===== src/rtl/prbs_gen_mc.sv =====
// prbs_gen_mc: multi-channel parallel PRBS generator, one REMAINDER_SIZE-bit LFSR per channel
// Ports:
//   clk, reset (async active-high)
//   en                         run enable; dropping it drains the pending word
//   seed_load/seed_all/seed_ch/seed_in  runtime seeding of one or all channels
//   out_valid/out_ready/datout          word stream, channel c at [c*BIT_COUNT +: BIT_COUNT]
//   zero_seed_err              sticky, an all-zero seed was replaced by DEFAULT_SEED
//   word_cnt                   saturating accept counter, present only with PRBS_GEN_CNT_EN
module prbs_gen_mc #(
    parameter int NUM_CH = 2,
    parameter int BIT_COUNT = 16,
    parameter int REMAINDER_SIZE = 11,
    parameter logic [REMAINDER_SIZE:0] CRC_POLYNOMIAL = 12'b1010_0000_0001,
    parameter logic [REMAINDER_SIZE-1:0] DEFAULT_SEED = 11'h001,
    localparam int CHW = (NUM_CH > 1) ? $clog2(NUM_CH) : 1
) (
    input  logic                        clk,
    input  logic                        reset,
    input  logic                        en,
    input  logic                        seed_load,
    input  logic                        seed_all,
    input  logic [CHW-1:0]              seed_ch,
    input  logic [REMAINDER_SIZE-1:0]   seed_in,
    output logic                        out_valid,
    input  logic                        out_ready,
    output logic [NUM_CH*BIT_COUNT-1:0] datout,
    output logic                        zero_seed_err
`ifdef PRBS_GEN_CNT_EN
    ,
    output logic [31:0]                 word_cnt
`endif
);
    localparam int R = REMAINDER_SIZE;
    localparam logic [R-1:0] TAPS = CRC_POLYNOMIAL[R:1];
    typedef enum logic [1:0] {IDLE, RUN, DRAIN} state_t;
    state_t state;
    logic [R-1:0] lfsr [NUM_CH];
    logic [R-1:0] nxt_lfsr [NUM_CH];
    logic [NUM_CH*BIT_COUNT-1:0] nxt_word;
    logic [NUM_CH-1:0] hit;
    logic seed_ok, accept, load;
    logic [R-1:0] seed_val;
    for (genvar c = 0; c < NUM_CH; c++) begin : g_hit
        assign hit[c] = seed_all | (seed_ch == CHW'(c));
    end
    // an out-of-range seed_ch hits no channel, so the strobe is ignored entirely
    assign seed_ok = seed_load & (|hit);
    assign seed_val = (seed_in == '0) ? DEFAULT_SEED : seed_in;
    assign accept = out_valid & out_ready;
    assign load = en & ((state == IDLE) | accept);
    always_comb begin : step
        logic [R-1:0] s;
        logic fb;
        nxt_word = '0;
        for (int c = 0; c < NUM_CH; c++) begin
            s = lfsr[c];
            for (int i = 0; i < BIT_COUNT; i++) begin
                fb = ^(TAPS & s);
                nxt_word[c*BIT_COUNT + i] = fb;
                s = {s[R-2:0], fb};
            end
            nxt_lfsr[c] = s;
        end
    end
    always_ff @(posedge clk or posedge reset) begin
        if (reset) begin
            for (int c = 0; c < NUM_CH; c++) lfsr[c] <= DEFAULT_SEED;
            datout <= '0;
            out_valid <= 1'b0;
            zero_seed_err <= 1'b0;
            state <= IDLE;
        end else if (seed_ok) begin
            // reseeding discards any pending word; with en high the next edge loads from the new seed
            for (int c = 0; c < NUM_CH; c++) if (hit[c]) lfsr[c] <= seed_val;
            if (seed_in == '0) zero_seed_err <= 1'b1;
            out_valid <= 1'b0;
            state <= IDLE;
        end else begin
            if (load) begin
                datout <= nxt_word;
                for (int c = 0; c < NUM_CH; c++) lfsr[c] <= nxt_lfsr[c];
            end
            out_valid <= load | (out_valid & ~accept);
            state <= load ? RUN : (out_valid & ~accept) ? (en ? RUN : DRAIN) : IDLE;
        end
    end
`ifdef PRBS_GEN_CNT_EN
    always_ff @(posedge clk or posedge reset) begin
        if (reset) word_cnt <= '0;
        else if (seed_ok) word_cnt <= '0;
        else if (accept && word_cnt != 32'hFFFF_FFFF) word_cnt <= word_cnt + 32'd1;
    end
`endif
endmodule


===== config.mk =====
export PLATFORM = sky130hd
export DESIGN_NAME = prbs_gen_mc
export DESIGN_NICKNAME = d
export VERILOG_FILES = /design/src/rtl/prbs_gen_mc.sv
export SDC_FILE = /design/constraint.sdc
export NUM_CORES = 1
export LEC_CHECK = 0
export CAP_MARGIN = 20
export CORE_MARGIN = 2
export CORE_UTILIZATION = 45
export CTS_BUF_LIST = sky130_fd_sc_hd__clkbuf_2
export DETAILED_ROUTE_END_ITERATION = 8
export DONT_BUFFER_PORTS = 1
export MAX_ROUTING_LAYER = met4
export PLACE_DENSITY = 0.69
export SLEW_MARGIN = 20
export SYNTH_ARGS = -nofsm -noshare
export SYNTH_HDL_FRONTEND = slang
export SYNTH_SLANG_ARGS = --single-unit

===== constraint.sdc =====
create_clock -name clk -period 1.8 [get_ports clk]
set_input_delay 0.09 -clock clk [delete_from_list [all_inputs] [get_ports clk]]
set_output_delay 0.09 -clock clk [all_outputs]
set_load 0.05 [all_outputs]

==> key figures, run 1 <==
Pwr
  • Leakage power: about 0.0016 uW
  • PD cells: ~1900 mW/mm2
  • Overall power: a little under 7000 uW
  • VDD IR max: 995 uV

Placed design
  • PortBufs: 0
  • HPWL after DPL: between 4 and 5 mm
  • Area after DPL: approximately 0.003 mm2
  • GP Congestion: about 0.8

Setup path
  • CP Capture Type: flop
  • Slowest cell on crit path: dlygate4sd3_1
  • Crit path max fanout: 5
  • Cells along the critical path: xor2_1 > o21ai_0 > dlygate4sd3_1 > a31oi_1
  • Worst Path Required: between 2 and 2.5 ns
  • Slowest Stage Delay on Critical Path: 0.57 ns
  • Crit start category: flop
  • Critical path class: flop to flop
  • CP arrival: between 2 and 2.5 ns

STA
  • Slew HR: 0.549
  • Final Max Slew Viols: 0
  • FMAX: roughly 580 MHz
  • Final hold vios: 0
  • RSZ-0062 raised after global routing: no
  • Total negative slack: 0 ns
  • Setup violations, final: 0
  • Clock skew: approximately 0.024 ns
  • Minimum clock period after layout: ~1.7 ns
  • Tcrit/Tclk final: 0.952
  • Slew @ Worst Pin: ~0.68 ns

Cells and area
  • N_diodes: 0
  • Fin area: approximately 0.0035 mm2
  • Multi-input logic area: 0.00125 mm2
  • FILL cells: 551
  • Share of cells above drive strength 1: 0.175
  • Nets: 310
  • Util after Layout: 0.555
  • Register area: about 0.0015 mm2
  • Area delta synth->final: 20.8%

Synthesis
  • Mapped Area: 0.00287 mm2
  • Synth area leader: dfrtp_1
  • Syn Nets: about 270
  • Fraction of registers with async set or reset after synthesis: 1.00
  • Mapped Cells: 250
  • Count leader, synth: dfrtp_1
  • Distinct cells, synth: 34
  • Top cells by count, synth: dfrtp_1, mux2_2, a21oi_1
  • Yosys warns: 0
  • Top-area cell type share of the netlist area: 0.489
  • Prevailing post-synth register cell: dfrtp_1
  • Mean Syn Cell Area: 11.5 um2
  • Synth Register Bits: slightly below 60
  • Top cells by area, synth: dfrtp_1, mux2_2, mux2i_1, xor2_1, a21oi_1
  • Seq/Total Area, Yosys: 0.507
  • Post-synth EDFFs: 0

CTS
  • CTS tree: done
  • Clk_lat worst skew: 0.50 ns
  • Clock transition at the registers of the reported paths: 0.18 ns
  • CTS H-tree lvls: 3
  • Clock Tree Buf Depth: 2
  • CTS sink cnt: 58
  • Num CTS Buffers: 9
  • Post-CTS setup buffer count: 0
  • Root Driver: clkbuf_2

Floorplan
  • Initial core utilization: 0.459
  • FP Rows: 29
  • Io pins: 52
  • Die Y-Extent: around 84 um
  • Core Area: around 0.0062 mm2
  • Die X: between 80 and 90 um
  • Die area: 0.00702 mm2

Route
  • WL per Instance: 18.5 um
  • Remaining antenna violation count: 0
  • Vias: between 2000 and 2500
  • TritonRoute pass-1 iters: 4
  • Starting DRT DRC Count: 191
  • # DRC: 0
  • Routed wire length: between 6 and 7 mm
  • Via density: ~5.5

Min path
  • HP Class: input pin to flop

Global routing
  • Initial antenna violation count: 0
  • Total global routing overflow: 0
  • Vias in the first global route: between 2000 and 2500
  • Largest net degree at the start of global routing: 42
  • Tot GR Track Use: 0.218
  • First-pass GRT wire length: approximately 11 mm

Outcome
  • Status: completed

Run
  • # Max-Cap Violations: 0
## final cells by class
cell class | count | area share
repair buffers | 49 | 0.140
flip-flops and latches | 58 | 0.420
inverters | 18 | 0.0195
well taps | 77 | 0.0278
clock buffers | 10 | 0.0145
multi-input cells | 156 | 0.361
clock inverters | 6 | 0.0170
## layer usage
metal  routed length (um)  track usage  vias to the layer above
li1                     -            -                      938
met3                  490       0.0623                       16
met1                 3160        0.294                     1015
met4                  185       0.0982                        0
met5                    0            -                        -
met2                 3080        0.305                       84
## metrics by stage
step	setup slack [ns]	hold slack [ns]	std cells
finish	0.0864	0.0155	374
global route	0.00386	0.00593	374
CTS	0.00438	0.00329	371
detailed placement	0.372	0.00123	317
global placement	0.408	-0.00510	317
floorplan	0.173	0.156	250
## state kept, by name, summed over array words and instances, names as in the netlist
name,count
datout,32
zero_seed_err,1
out_valid,1
state,2
lfsr,22
## critical path, delay by kind of cell, from the launching register on
family | cells | cell delay (ns)
buffers and inverters | 1 | 0.57
XOR/XNOR | 1 | 0.29
AO/OA/AOI/OAI | 2 | 0.30
flip-flops | 1 | 0.51
## final timing paths
check	to	cells after the start	slack (ns)	startpoint
setup / recovery	lfsr[0]	4	0.09	lfsr[6]
max in group asynchronous	lfsr[0]	4	0.62	reset
hold reg to reg	lfsr[1]	2	0.59	lfsr[1]
hold / removal	lfsr[17]	3	0.02	seed_ch
min in group asynchronous	lfsr[18]	3	0.57	reset
setup reg to reg	lfsr[0]	4	0.09	lfsr[6]
## power breakdown
group | total, uW | switching, uW | leakage, uW | internal, uW
logic | 2060 | 899 | 0.000821 | 1170
clock network | 817 | 501 | 0.0000654 | 316
registers | 3840 | 1950 | 0.000670 | 1890
total | 6730 | 3350 | 0.00156 | 3370
## cell families after synthesis
logic type / Yosys count / synth area share
buf+inv: 36 / 0.0594
simple gates: 29 / 0.0528
compound gates: 57 / 0.120
xor+xnor: 32 / 0.119
flops: 58 / 0.507
mux: 38 / 0.142
## layout by cell type (no fill, tap or decap), types with 4 or more instances in the layout
cell           count
xnor2_1           10
mux2_2            22
nor2_1             5
dfrtp_1           56
mux2i_1           16
inv_1             17
o21ai_0           18
nand2b_1          11
a21oi_1           20
nand2_1            7
xor2_1            17
a31oi_1            6
dlygate4sd3_1     40
xor3_1             4
clkbuf_2          10
buf_4              7
## what timing repair did
| action | in CTS | in global routing |
|---|---|---|
| hold buffers | 38 | 4 |
| resized for setup | 0 | 2 |
| setup endpoints to repair | 0 | 2 |
| endpoints found under the hold margin | 87 | 11 |
Power figures use the tool's default switching activity.
==> run 2: changes to the inputs <==
CTS_BUF_LIST = sky130_fd_sc_hd__clkbuf_8   (was sky130_fd_sc_hd__clkbuf_2)
==> run 2 against run 1 <==
  * Clock power up 46%
  * Worst setup slack gained 0.012 ns
  * Largest cell class unchanged
  * Final area shrank 6.4%
  * Critical path type is now input pin to flop
  * Utilization fell by 3.6 points
  * Clock skew down 0.015 ns
  * First-iteration DRC count fell by 28%
  * Global-route usage down 1.5 points
  * Flip-flop and latch count unchanged
==> key figures, run 2 (synthesized netlist as in run 1, its figures left out) <==
Cells and area
  • Area delta synth->final: 13.0%
  • Commonest non-fill, non-tap cell in the layout: dfrtp_1
  • Largest regs: datout x32, lfsr x22, state x2
  • Fin area: roughly 0.0032 mm2
  • Largest Register: datout
  • Share of cells above drive strength 1: 0.191
  • N_diodes: 0
  • Largest register FFs: 32
  • Nets: between 200 and 300
  • Commonest non-fill, non-tap cells in the layout: dfrtp_1, mux2_2, a21oi_1

Route
  • Remaining antenna violation count: 0
  • TritonRoute pass-1 iters: 4
  • Routed wire length: 6.55 mm
  • # DRC: 0
  • Starting DRT DRC Count: ~140
  • Vias: around 1900
  • WL per Instance: 19.0 um
  • Via density: about 5.6

STA
  • Tcrit/Tclk final: 0.946
  • Final Max Slew Viols: 0
  • RSZ-0062 raised after global routing: no
  • Slew @ Worst Pin: ~0.65 ns
  • Setup violations, final: 0
  • FMAX: slightly below 600 MHz
  • Slew HR: 0.567
  • Minimum clock period after layout: between 1.5 and 2 ns
  • Final hold vios: 0
  • Clock skew: roughly 0.0090 ns
  • Total negative slack: 0 ns
  • Final setup margin: just under 0.1 ns

Setup path
  • Cell family with most CP delay: buffers and inverters
  • CP Capture Type: flop
  • Slowest cell on crit path: dlygate4sd3_1
  • Crit path max fanout: 20
  • Crit start category: input pin
  • Cells along the critical path: dlygate4sd3_1 > nand2b_1 > nor2_2 > buf_4 > mux2_2
  • CP Buf/Inv Count: 2
  • Worst Path Required: a little over 2 ns
  • Critical path class: input pin to flop
  • Slowest Stage Delay on Critical Path: just under 0.8 ns
  • CP arrival: around 1.9 ns

CTS
  • CTS tree: done
  • Num CTS Buffers: 9
  • Clock transition at the registers of the reported paths: roughly 0.070 ns
  • CTS sink cnt: between 50 and 60
  • Clk_lat worst skew: around 0.33 ns
  • CTS H-tree lvls: 3
  • Hold Buf Count CTS: 11
  • Post-cts sizing count: 0
  • Clock Tree Buf Depth: 2
  • Post-CTS setup buffer count: 0
  • Root Driver: clkbuf_8

Pwr
  • Sw frac: 0.481
  • Psw: approximately 3300 uW
  • Cell-internal power: 3570 uW
  • Clock power share: 0.173
  • Overall power: 6880 uW
  • Leakage power: about 0.0015 uW
  • VDD IR max: ~960 uV
  • Flop pwr share: 0.558
  • PD cells: between 2000 and 2500 mW/mm2
  • Gate power share: 0.269

Floorplan
  • Die Y-Extent: between 80 and 90 um
  • Die X: ~84 um
  • Io pins: between 50 and 60
  • Core Area: about 0.0062 mm2
  • FP Rows: 29
  • Initial core utilization: 0.459
  • Die area: between 0.007 and 0.008 mm2

Outcome
  • Status: completed

Global routing
  • Largest net degree at the start of global routing: 42
  • First-pass GRT wire length: about 10 mm
  • Total global routing overflow: 0
  • Tot GR Track Use: 0.203
  • Vias in the first global route: roughly 2000
  • Initial antenna violation count: 0

Min path
  • HP Class: input pin to flop

Placed design
  • Area after DPL: a little under 0.003 mm2
  • Pre-CTS setup slack: 0.372 ns
  • PortBufs: 0
  • HPWL after DPL: 4.44 mm
  • GP Congestion: between 0.7 and 0.8

Run
  • # Max-Cap Violations: 0
## run 2: through the flow
step	hold slack (ns)	cells	utilization
3_3_place_gp	-0.00510	317	0.470
4_1_cts	0.000982	344	0.519
3_5_place_dp	0.00123	317	0.470
2_1_floorplan	0.156	250	-
5_1_grt	0.0164	344	0.519
6_report	0.0147	344	0.519
## run 2: per-layer routing
| layer | track usage | share of wire | vias up |
|---|---|---|---|
| li1 | - | - | 875 |
| met1 | 0.279 | 0.46 | 951 |
| met2 | 0.285 | 0.44 | 89 |
| met3 | 0.0435 | 0.078 | 17 |
| met4 | 0.101 | 0.025 | 0 |
| met5 | - | 0 | - |
## run 2: worst paths after layout
path / from / end / slack [ns] / depth (start not counted)
worst max-delay path: seed_load / datout[15] / 0.1 / 5
worst min-delay path: seed_load / lfsr[16] / 0.01 / 2
worst max register to register: state[1] / lfsr[13] / 0.37 / 5
worst min register to register: lfsr[1] / lfsr[1] / 0.57 / 2
max in group asynchronous: reset / lfsr[0] / 0.96 / 3
min in group asynchronous: reset / datout[9] / 0.22 / 2
## run 2: worst register-to-register path, cell delays in order (launching register included)
cell and delay, ns:
dfrtp_1 0.41, o2bb2ai_2 0.19, buf_4 0.17, a22o_1 0.14, buf_4 0.21, mux2i_1 0.23
## run 2: cell type report
class                           count  area (um2)
Sequential cell                    58        1450
Fill cell                         571        3000
Multi-Input combinational cell    156        1240
Timing Repair Buffer               19         183
Inverter                           18        67.6
Clock inverter                      6        58.8
Clock buffer                       10         138
Tap cell                           77        96.3
## run 2: power groups by stage
stage	Clock, uW	Sequential [uW]	Combinational, uW
after floorplan	0	3610	1600
final	1190	3840	1850
after detailed placement	0	3870	1810
after CTS	1220	3850	1850
after global routing	1280	3930	2040
after global placement	0	3860	1760
==> run 3: changes to the inputs <==
CTS_BUF_LIST = default   (was sky130_fd_sc_hd__clkbuf_8)
==> run 3 against run 2 <==
  * Combinational power is essentially flat
  * Register-to-register slack is essentially flat
  * Global-route usage is essentially flat
  * Highest routed layer unchanged
  * Utilization is the same
  * Final area is the same
  * Worst setup slack lost 0.016 ns
  * Critical path depth is the same
==> key figures, run 3 (synthesized netlist as in run 1, its figures left out) <==
Global routing
  • Initial antenna violation count: 0
  • First-pass GRT wire length: approximately 10 mm
  • Largest net degree at the start of global routing: 42
  • Vias in the first global route: around 2000
  • Tot GR Track Use: 0.203
  • Total global routing overflow: 0

Floorplan
  • Die Y-Extent: ~84 um
  • Die X: ~84 um
  • Initial core utilization: 0.459
  • FP Rows: 29
  • Io pins: 52
  • Die area: 0.00702 mm2
  • Core Area: approximately 0.0062 mm2

Cells and area
  • Share of cells above drive strength 1: 0.191
  • N_diodes: 0
  • Commonest non-fill, non-tap cell in the layout: dfrtp_1
  • FILL cells: around 570
  • Largest Register: datout
  • Largest register FFs: 32
  • Commonest non-fill, non-tap cells in the layout: dfrtp_1, mux2_2, a21oi_1
  • Nets: between 200 and 300
  • Cell Count, Final, Fillers Out: about 340
  • Area delta synth->final: 13.0%
  • Largest regs: datout x32, lfsr x22, state x2

Min path
  • HP Start: seed_load
  • HP Class: input pin to flop
  • Hold Path Cell Cnt: 2

Placed design
  • Placed insts: 317
  • HPWL after DPL: ~4.4 mm
  • GP Congestion: approximately 0.8
  • PortBufs: 0

CTS
  • Clk_lat worst skew: roughly 0.33 ns
  • Root Driver: clkbuf_8
  • Clock transition at the registers of the reported paths: 0.07 ns
  • Post-cts sizing count: 0
  • CTS tree: done
  • CTS sink cnt: slightly below 60
  • Num CTS Buffers: 9
  • CTS H-tree lvls: 3
  • Clock Tree Buf Depth: 2

STA
  • Clock skew: around 0.0097 ns
  • Slew HR: 0.549
  • Total negative slack: 0 ns
  • Setup violations, final: 0
  • Minimum clock period after layout: 1.72 ns
  • FMAX: 582 MHz
  • Tcrit/Tclk final: 0.954
  • RSZ-0062 raised after global routing: no
  • Slew @ Worst Pin: around 0.67 ns
  • Final Max Slew Viols: 0
  • Final hold vios: 0

Setup path
  • CP arrival: roughly 1.9 ns
  • CP Launch Point: seed_load
  • Crit path max fanout: 20
  • Worst Setup EP: datout[15]
  • Slowest Stage Delay on Critical Path: between 0.7 and 0.8 ns
  • R2r startpoint: state[1]
  • Reg2Reg Setup Slack: around 0.37 ns
  • Crit start category: input pin
  • Worst path depth: 5
  • Cell family with most CP delay: buffers and inverters
  • Worst r2r path cells: 5
  • CP Capture Type: flop
  • Slowest cell on crit path: dlygate4sd3_1
  • CP Buf/Inv Count: 2
  • Worst Path Required: ~2 ns
  • Cells along the critical path: dlygate4sd3_1 > nand2b_1 > nor2_2 > buf_4 > mux2_2
  • RR Endpoint: lfsr[13]
  • Critical path class: input pin to flop

Route
  • Via density: about 5.6
  • Vias: 1923
  • TritonRoute pass-1 iters: 4
  • # DRC: 0
  • Starting DRT DRC Count: 149
  • Remaining antenna violation count: 0
  • WL per Instance: 19.0 um
  • Routed wire length: 6.54 mm

Pwr
  • PD cells: approximately 2100 mW/mm2
  • Leakage power: 0.00145 uW
  • VDD IR max: just under 1000 uV
  • Overall power: between 6000 and 7000 uW

Run
  • # Max-Cap Violations: 0

Outcome
  • Status: completed
[run 3: changes by cell type in the layout (fill, tap and decap cells not counted), sizes merged]
| cell | delta |
|---|---|
| clkbuf | +1 |
| inv | -1 |
[run 3: worst min-delay path by stage]
| stage | to | slack [ns] |
|---|---|---|
| final | lfsr[16] | 0.02 |
| after global routing | lfsr[20] | 0.02 |
| after CTS | lfsr[20] | 0.001 |
| after detailed placement | datout[13] | 0.001 |
| after global placement | state[0] | -0.005 |
| after floorplan | state[1] | 0.16 |
[run 3: power by group]
| group | internal [uW] | switching [uW] |
|---|---|---|
| Sequential | 1900 | 1950 |
| Clock | 672 | 524 |
| Combinational | 1010 | 841 |
[run 3: worst register-to-register path, cell delays in order, from the launching register on]
cell       delay (ns)
dfrtp_1          0.41
o2bb2ai_2        0.19
buf_4            0.17
a22o_1           0.14
buf_4            0.21
mux2i_1          0.24
[run 3: cell type report]
type	count	area (um2)	share of cell area
Sequential cell	58	1450	0.449
Clock buffer	11	141	0.0436
Tap cell	77	96.3	0.0297
Inverter	18	67.6	0.0209
Timing Repair Buffer	19	183	0.0564
Multi-Input combinational cell	156	1240	0.384
Clock inverter	5	55.1	0.0170
[run 3: repair_timing]
item | in CTS | in global routing
endpoints found under the hold margin | 34 | 0
setup buffers | 0 | 0
hold buffers | 11 | 0
[run 3: metrics by stage]
step,setup WS [ns],utilization,area [um2],hold WS [ns]
floorplan,0.173,-,2870,0.156
global placement,0.408,0.470,2930,-0.00510
detailed placement,0.372,0.470,2930,0.00123
CTS,0.114,0.519,3240,0.000982
global route,0.0205,0.519,3240,0.0164
finish,0.0824,0.519,3240,0.0172
[run 3: metal layers]
metal / GRT usage / wire (um)
met4: 0.101 / 154
met2: 0.285 / 2880
met1: 0.278 / 3040
met5: - / 0
met3: 0.0435 / 462
